File: src/rtl/inst_fetch_queue_if.sv
// Fetch-to-decode handshake: head of the fetch queue and decode's accept.
interface inst_fetch_queue_if;
  logic        if_valid;
  logic [31:0] if_pc;
  logic [31:0] if_inst;
  logic        id_ready;

  modport master (output if_valid, output if_pc, output if_inst, input id_ready);
  modport slave  (input if_valid, input if_pc, input if_inst, output id_ready);
endinterface

File: src/rtl/inst_fetch_queue.sv
// PC generator and small {pc, instruction} FIFO between the instruction ROM and decode.
// Redirects flush the queue and reload the PC; fetch halts once the PC leaves the ROM.
module inst_fetch_queue #(
  parameter logic [31:0] RESET_PC   = 32'h0000_0000,
  parameter int unsigned DEPTH      = 2,
  parameter int unsigned IROM_SPACE = 1024
) (
  input  logic                       clk,
  input  logic                       rstn,
  output logic [31:0]                inst_addr,
  input  logic [31:0]                inst_i,
  input  logic                       redirect_valid,
  input  logic [31:0]                redirect_pc,
  inst_fetch_queue_if.master         dec,
  output logic                       fetch_oob
);

  localparam int unsigned PTR_W = (DEPTH > 1) ? $clog2(DEPTH) : 1;
  localparam int unsigned CNT_W = $clog2(DEPTH + 1);

  typedef struct packed {
    logic [31:0] pc;
    logic [31:0] inst;
  } fetch_entry_t;

  fetch_entry_t     mem [DEPTH];
  logic [31:0]      pc;
  logic [PTR_W-1:0] rd_ptr;
  logic [PTR_W-1:0] wr_ptr;
  logic [CNT_W-1:0] count;

  logic oob_c;
  logic pop_c;
  logic push_c;

  // 33-bit compare so a PC near the top of the address space cannot wrap into range
  assign oob_c  = ({1'b0, pc} + 33'd3) >= 33'(IROM_SPACE);
  assign pop_c  = (count != '0) && dec.id_ready;
  assign push_c = !redirect_valid && !oob_c && ((count < CNT_W'(DEPTH)) || pop_c);

  assign inst_addr    = pc;
  assign dec.if_valid = (count != '0);
  assign dec.if_pc    = mem[rd_ptr].pc;
  assign dec.if_inst  = mem[rd_ptr].inst;

  always_ff @(posedge clk) begin
    if (!rstn) begin
      pc        <= RESET_PC;
      rd_ptr    <= '0;
      wr_ptr    <= '0;
      count     <= '0;
      fetch_oob <= 1'b0;
      // cleared so the head outputs are never X after reset
      for (int i = 0; i < int'(DEPTH); i++) mem[i] <= '0;
    end else if (redirect_valid) begin
      pc        <= redirect_pc & 32'hFFFF_FFFC;
      rd_ptr    <= '0;
      wr_ptr    <= '0;
      count     <= '0;
      fetch_oob <= 1'b0;
    end else begin
      fetch_oob <= oob_c;
      if (push_c) begin
        mem[wr_ptr] <= {pc, inst_i};
        wr_ptr      <= wr_ptr + PTR_W'(1);
        pc          <= pc + 32'd4;
      end
      if (pop_c) rd_ptr <= rd_ptr + PTR_W'(1);
      if (push_c && !pop_c)      count <= count + CNT_W'(1);
      else if (pop_c && !push_c) count <= count - CNT_W'(1);
    end
  end

endmodule

File: src/flat_wrapper.sv
// flat-port wrapper written by rule: the top's interface ports become plain ports
module inst_fetch_queue_flat 
#(
  parameter logic [31:0] RESET_PC   = 32'h0000_0000,
  parameter int unsigned DEPTH      = 2,
  parameter int unsigned IROM_SPACE = 1024
)
  (clk, rstn, inst_addr, inst_i, redirect_valid, redirect_pc, fetch_oob, dec_if_valid, dec_if_pc, dec_if_inst, dec_id_ready);
  inst_fetch_queue_if dec_i ();
  input  logic clk;
  input  logic rstn;
  output logic [31:0] inst_addr;
  input  logic [31:0] inst_i;
  input  logic redirect_valid;
  input  logic [31:0] redirect_pc;
  output logic fetch_oob;
  output wire logic [$bits(dec_i.if_valid)-1:0] dec_if_valid;
  output wire logic [$bits(dec_i.if_pc)-1:0] dec_if_pc;
  output wire logic [$bits(dec_i.if_inst)-1:0] dec_if_inst;
  input wire logic [$bits(dec_i.id_ready)-1:0] dec_id_ready;
  assign dec_if_valid = dec_i.if_valid;
  assign dec_if_pc = dec_i.if_pc;
  assign dec_if_inst = dec_i.if_inst;
  assign dec_i.id_ready = dec_id_ready;
  inst_fetch_queue #(.RESET_PC(RESET_PC), .DEPTH(DEPTH), .IROM_SPACE(IROM_SPACE)) u_core (.clk(clk), .rstn(rstn), .inst_addr(inst_addr), .inst_i(inst_i), .redirect_valid(redirect_valid), .redirect_pc(redirect_pc), .dec(dec_i), .fetch_oob(fetch_oob));
endmodule
File: config.mk
export PLATFORM = sky130hd
export DESIGN_NAME = inst_fetch_queue_flat
export DESIGN_NICKNAME = d
export VERILOG_FILES = /design/src/rtl/inst_fetch_queue_if.sv /design/src/rtl/inst_fetch_queue.sv /design/src/flat_wrapper.sv
export SDC_FILE = /design/constraint.sdc
export NUM_CORES = 1
export LEC_CHECK = 0
export BUFFER_PORTS_ARGS = -buffer_cell sky130_fd_sc_hd__buf_2
export CAP_MARGIN = 30
export CORE_UTILIZATION = 55
export CTS_CLUSTER_SIZE = 14
export DETAILED_ROUTE_END_ITERATION = 7
export PLACE_DENSITY_LB_ADDON = 0.05
export SLEW_MARGIN = 20
export SYNTH_ARGS = -nofsm -noshare
export SYNTH_HDL_FRONTEND = slang
export SYNTH_SLANG_ARGS = --single-unit
export TNS_END_PERCENT = 20
File: constraint.sdc
create_clock -name clk -period 18.5 [get_ports clk]
set_clock_uncertainty 0.15 [all_clocks]
set_input_delay 5.55 -clock clk [delete_from_list [all_inputs] [get_ports clk]]
set_output_delay 5.55 -clock clk [all_outputs]
set_load 0.02 [all_outputs]
==> results of run 1 <==
[kinds of logic after synthesis]
group / after synthesis / share of synthesized area, %
adders and majority gates: 2 / 0.367
xor gates and xnor gates: 3 / 0.385
DFF: 160 / 65.1
and+or+nand+nor: 152 / 15.1
other: 1 / 0.0549
AOI/OAI and AO/OA: 28 / 2.66
buffers and inverters: 34 / 3.01
muxes: 83 / 13.3
[sequential cells by signal, summed over array words and instances (netlist names), named ones only]
name / flops
u_core.count: 2
u_core.fetch_oob: 1
u_core.inst_addr: 30
u_core.mem: 124
u_core.rd_ptr: 1
u_core.wr_ptr: 1
[critical path, stage by stage, from the launching register on]
cell and delay, ns:
dfxtp_2 0.31, buf_4 0.63, mux2_2 0.41, buf_2 0.16
[layout by cell type (no fill, tap or decap), drive strengths merged, types with 2 or more instances in the layout]
master    instances
buf             164
edfxtp          124
and2             80
mux2             62
conb             48
dfxtp            36
nor2b            22
mux2i            21
clkbuf           18
nor2             10
o21ai            10
nor4              9
clkinv            8
nand2             7
nand3             7
a31oi             5
nand4             5
o31ai             5
or4               4
clkinvlp          4
inv               3
xor2              3
a21oi             3
and4              2
o31a              2
nor3              2
ha                2
bufinv            2
[where the power goes]
part / internal (mW) / total [mW] / switching [mW]
registers: 0.405 / 0.414 / 0.00892
clock network: 0.195 / 0.325 / 0.130
logic: 0.0257 / 0.0666 / 0.0409
total: 0.626 / 0.806 / 0.180
[stage by stage]
stage	total power, mW	utilization (%)
2_1_floorplan	0.466	-
3_3_place_gp	0.486	65.3
3_5_place_dp	0.489	65.3
4_1_cts	0.814	69.9
5_1_grt	0.834	69.9
6_report	0.806	69.9
[layer usage]
layer	routed length [um]	vias to the layer above	track usage, %
met1	5100	1997	22.8
met5	0	-	0
met2	6390	117	35.7
li1	-	2043	-
met3	749	16	6.00
met4	195	0	9.47
[path summary, 6_finish.rpt]
| path | to | slack (ns) | cells after the start |
|---|---|---|---|
| min | u_core.count[1]$_SDFFE_PP0P_ | 0.37 | 2 |
| max | dec_if_pc[4] | 10.83 | 3 |
| max reg2reg | u_core.mem[0][6]$_SDFFCE_PN0P_ | 15.70 | 5 |
| min reg2reg | u_core.count[1]$_SDFFE_PP0P_ | 0.37 | 2 |
[cell type report]
cell class	instances	area (um^2)
inverters	3	11.3
fillers	883	3630
clock inverters	14	124
clock buffers	18	429
flip-flops and latches	160	4450
repair buffers	164	833
multi-input cells	316	2380
well taps	168	210
==> summary.txt, run 1 <==
Floorplanning
  • Die height: 113 um
  • Die area: approximately 0.013 mm^2
  • Top-Level Pins: 166
  • Standard-cell row count: 40
  • Area of the core: between 0.01 and 0.015 mm^2
  • Initial Util: about 57%
  • Die width: 113 um

Logic synthesis
  • Distinct cell type count after synthesis: 38
  • Post-synthesis sequential area ratio: ~65%
  • Top_reg_cell synth: edfxtp_1
  • Mean Syn Cell Area: 14.7 um^2
  • Count leader, synth: edfxtp_1
  • Post-synth EDFFs: between 100 and 150
  • Yosys warns: 0
  • Syn Inst Count: around 460
  • Syn Std Cell Area: about 0.0068 mm^2
  • Largest cells by area after synthesis: edfxtp_1, dfxtp_1, mux2_2, and2_1, mux2i_1
  • Register bit total from synthesis: between 150 and 200
  • Largest area contributor in the netlist: edfxtp_1
  • Post-synth top cells: edfxtp_1, and2_1, mux2_2
  • Top-area cell type share of the netlist area: between 50 and 60%
  • Share of synthesized flip-flops with an asynchronous set or reset: 0%

Drt
  • Routed vias: ~4200
  • DR pass1 iterations: 4
  • Via/cell ratio: 4.95
  • Drt initial violations: 169
  • Per-cell routed wire length: about 15 um
  • DRC Markers: 0
  • DRT antenna net count: 0
  • WL final: between 10000 and 15000 um

Placement
  • Cells after DPL: roughly 810
  • IO Port Bufs: approximately 160
  • Area after DPL: between 0.007 and 0.008 mm^2
  • DP HPWL: a little under 8000 um
  • Placer Congestion: about 0.69
  • Setup Slack @ Placement: between 10 and 15 ns

STA
  • Hold Fails Final Rpt: 0
  • Final Slew Violations: 0
  • Setup tns final: 0 ns
  • Relative slew margins: around 42%
  • RSZ-0062 raised after global routing: false
  • Highest Clock Rate: between 0.1 and 0.15 GHz
  • Final min period: 7.67 ns
  • WHS: around 0.37 ns
  • Slew @ Worst Pin: 0.868 ns
  • Worst setup margin: about 11 ns
  • Endpoints failing setup: 0
  • Part of the cycle the worst path needs: about two fifths

Setup path
  • Worst r2r src: u_core.inst_addr[27]$_SDFFE_PN0P_
  • CP Launch Type: flip-flop
  • Req. time, crit path: between 10 and 15 ns
  • Nature of the critical path endpoint: output pin
  • Critical path type: flip-flop to output pin
  • Critical-path maximum fanout: 62
  • Critical Path AT: just under 2 ns

Pwr
  • Largest vdd supply drop: 0.0600 mV
  • LEAKAGE: 3.49 nW
  • Power per Cell Area: ~96 mW/mm^2

Layout
  • Final instance area: 0.00843 mm^2
  • Area grow syn2layout: 23.6%
  • Finished Layout Cells: 843
  • Fraction of layout cells with a size suffix above 1: 39.3%
  • Antenna diodes: 0
  • NumNets Final: between 700 and 800

Clock network
  • Clock transition at path regs: roughly 0.06 ns
  • Hold Buf Count CTS: 0
  • CTS Buf Count: 17
  • Skew-Pair Late Insertion Delay: around 0.42 ns
  • CTS tree: built
  • CTS root buf: clkbuf_16
  • Post-CTS Setup Inserts: 0
  • CTS H-tree depth: 4
  • CTS Sinks: 160
  • CTS resizes: 0
  • Clk buf depth: 2

Min path
  • Hold Path Origin: u_core.count[1]$_SDFFE_PP0P_
  • Hold/Removal Path Class: flip-flop to flip-flop

GRT
  • Initial antenna violation count: 0
  • GRT Total Usage: 20.3%
  • Global-route wire length before repair: a little under 20000 um
  • Total gr overflow: 0
  • Vias in the first global route: ~4100
  • Largest net degree at the start of global routing: 63

Flow run
  • Max-Cap Viols: 0

Status
  • Status: finished, final reports clean
Power figures use the tool's default switching activity.
==> inputs of run 2 (changes only) <==
- ABC_AREA: unset -> 1
- CORE_UTILIZATION: 55 -> 48
- clock period: 18.5 -> 6.5 ns (I/O delays scaled with it)
==> run 2 against run 1 <==
Net effect: clock power rose to 3.2 times the previous value; worst hold slack worse by 0.038 ns; synthesized cell count up 22%; setup slack worse by 8.7 ns; combinational power rose to 2.9 times the previous value; die area up 13%; via count up 10%; flip-flop and latch count unchanged; wire length up 6.1%; design area about the same; critical endpoint is now dec_if_pc[2].
==> summary.txt, run 2 <==
GRT
  • Largest net degree at the start of global routing: 41
  • Global-route wire length before repair: between 20000 and 25000 um
  • Total gr overflow: 0
  • Vias in the first global route: around 4500
  • Initial antenna violation count: 0
  • GRT Total Usage: 19.1%

Logic synthesis
  • Post-synth top cells: edfxtp_1, nor2_1, mux2_2, nand2_1, inv_1
  • Count leader, synth: edfxtp_1
  • Top-area cell type share of the netlist area: a little under three fifths
  • Post-synthesis adder-cell area fraction: 0.371%
  • Syn Inst Count: roughly 570
  • Share of synthesized flip-flops with an asynchronous set or reset: 0%
  • Simple logic cell fraction of the synthesized area: between 10% and 20%
  • Multiplexer share of the synthesized area: approximately a tenth
  • Post-synthesis compound-gate area fraction: 3.41%
  • Register bit total from synthesis: 160
  • Top_reg_cell synth: edfxtp_1
  • Main combinational cell family by area after synthesis: simple AND/OR/NAND/NOR gates
  • Post-synthesis sequential area ratio: 65.9%
  • Post-Synth XOR/XNOR Area: less than 1%
  • Mean Syn Cell Area: 11.9 um^2
  • Post-synth EDFFs: 124
  • Yosys warns: 0
  • Syn Std Cell Area: 0.00675 mm^2
  • Largest area contributor in the netlist: edfxtp_1
  • Largest cells by area after synthesis: edfxtp_1, dfxtp_1, mux2_2, nor2_1, nand2_1
  • Distinct cell type count after synthesis: 25

Layout
  • Biggest register: u_core.mem
  • Finished Layout Cells: about 950
  • Fillcell total: between 1000 and 1500
  • Commonest non-fill, non-tap cells in the layout: buf_2, edfxtp_1, nor2_1, mux2_2, nand2_1
  • NumNets Final: roughly 830
  • Most common cell after layout, fill and taps aside: buf_2
  • Area grow syn2layout: 25.1%
  • Antenna diodes: 0
  • Reg area: roughly 0.0044 mm^2
  • Area of the multi-input gates: around 0.0021 mm^2
  • Max FFs per register: 124
  • Fraction of layout cells with a size suffix above 1: a little over a third

Placement
  • DP HPWL: around 8400 um
  • Cells after DPL: 920
  • IO Port Bufs: roughly 160
  • Placer Congestion: between 0.7 and 0.8

STA
  • Slew @ Worst Pin: a little under 0.8 ns
  • Endpoints failing setup: 0
  • Hold Fails Final Rpt: 0
  • Relative slew margins: approximately half
  • Final Slew Violations: 0
  • RSZ-0062 raised after global routing: false
  • Setup tns final: 0 ns
  • Final min period: roughly 4.4 ns
  • Part of the cycle the worst path needs: approximately 67%
  • Highest Clock Rate: approximately 0.23 GHz

Clock network
  • CTS Sinks: 160
  • CTS Buf Count: 17
  • CTS H-tree depth: 4
  • Clock transition at path regs: roughly 0.06 ns
  • CTS tree: built
  • Post-CTS Setup Inserts: 0
  • CTS resizes: 0
  • Hold Buf Count CTS: 0
  • CTS root buf: clkbuf_16
  • Clk buf depth: 2
  • Skew-Pair Late Insertion Delay: around 0.41 ns

Min path
  • Hold/Removal Path Class: flip-flop to flip-flop

Flow run
  • Max-Cap Viols: 0

Drt
  • WL final: 13200 um
  • DR pass1 iterations: 4
  • Per-cell routed wire length: ~14 um
  • DRC Markers: 0
  • DRT antenna net count: 0
  • Via/cell ratio: about 4.8
  • Routed vias: between 4000 and 5000
  • Drt initial violations: 211

Floorplanning
  • Initial Util: 50.1%
  • Standard-cell row count: 42
  • Die area: between 0.01 and 0.015 mm^2
  • Die height: around 120 um
  • Area of the core: 0.0135 mm^2
  • Die width: ~120 um
  • Top-Level Pins: between 150 and 200

Setup path
  • Nature of the critical path endpoint: output pin
  • Critical path type: flip-flop to output pin
  • CP Launch Type: flip-flop
  • Critical Path AT: roughly 2.3 ns
  • Req. time, crit path: 4.40 ns
  • Critical-path maximum fanout: 23

Status
  • Status: finished, final reports clean

Pwr
  • LEAKAGE: roughly 3.7 nW
  • Largest vdd supply drop: about 0.16 mV
  • Power per Cell Area: 285 mW/mm^2
-- run 2: cell types whose count changed after synthesis, moves of 22 or more --
cell,before,now
nand3_1,6,41
and2_1,80,0
inv_1,3,49
a21oi_1,3,36
nor2b_1,22,0
nor2_1,10,87
nand2_1,7,62
-- run 2: through the flow --
step | cell area (um^2) | total power, mW | worst slack (ns) | hold slack, ns | utilization, %
CTS | 8420 | 2.42 | 2.09 | 0.335 | 62.6
global placement | 7770 | 1.38 | 1.91 | 0.306 | 57.8
finish | 8440 | 2.40 | 2.14 | 0.329 | 62.7
detailed placement | 7800 | 1.38 | 1.89 | 0.313 | 58.0
global route | 8440 | 2.49 | 2.01 | 0.358 | 62.7
floorplan | 6920 | 1.31 | 1.96 | 0.293 | -
-- run 2: routing by layer --
| metal | vias up | wire length [um] | global-route usage [%] |
|---|---|---|---|
| met3 | 19 | 872 | 5.94 |
| met4 | 0 | 196 | 6.48 |
| met2 | 143 | 6720 | 33.4 |
| met1 | 2159 | 5420 | 22.1 |
| li1 | 2268 | - | - |
| met5 | - | 0 | 0 |
-- run 2: final timing paths --
| path | startpoint | to | slack, ns | depth (start not counted) |
|---|---|---|---|---|
| setup / recovery | flip-flop | dec_if_pc[2] | 2.14 | 4 |
| hold / removal | u_core.rd_ptr$_SDFFE_PP0P_ | flip-flop | 0.33 | 2 |
| setup reg to reg | u_core.inst_addr[10]$_SDFFE_PN0P_ | u_core.mem[0][5]$_SDFFCE_PN0P_ | 3.39 | 8 |
| hold reg to reg | u_core.rd_ptr$_SDFFE_PP0P_ | flip-flop | 0.33 | 2 |
-- run 2: where the power goes --
group | total, mW | switching (mW) | internal [mW]
registers | 1.17 | 0.0188 | 1.15
logic | 0.191 | 0.124 | 0.0674
clock network | 1.04 | 0.372 | 0.673
-- run 2: kinds of logic (layout without fill, tap and decap cells) --
| kind of cell | count (synthesis) | count (layout) |
|---|---|---|
| AOI/OAI and AO/OA | 46 | 46 |
| xor gates and xnor gates | 3 | 3 |
| adders and majority gates | 2 | 2 |
| buffers and inverters | 82 | 247 |
| DFF | 160 | 160 |
| muxes | 62 | 62 |
| other | 1 | 48 |
| and+or+nand+nor | 209 | 209 |
-- run 2: area by class of cell --
type	count	area share, %
Sequential cell	160	52.7
Multi-Input combinational cell	370	24.6
Timing Repair Buffer	165	10.4
Clock buffer	18	5.09
Tap cell	176	2.61
Clock inverter	14	2.31
Inverter	50	2.22
-- run 2: critical path, cell delays in order (launching register included) --
cell and delay [ns]:
dfxtp_2 0.75, buf_16 0.25, buf_4 0.30, mux2_2 0.38, buf_2 0.17
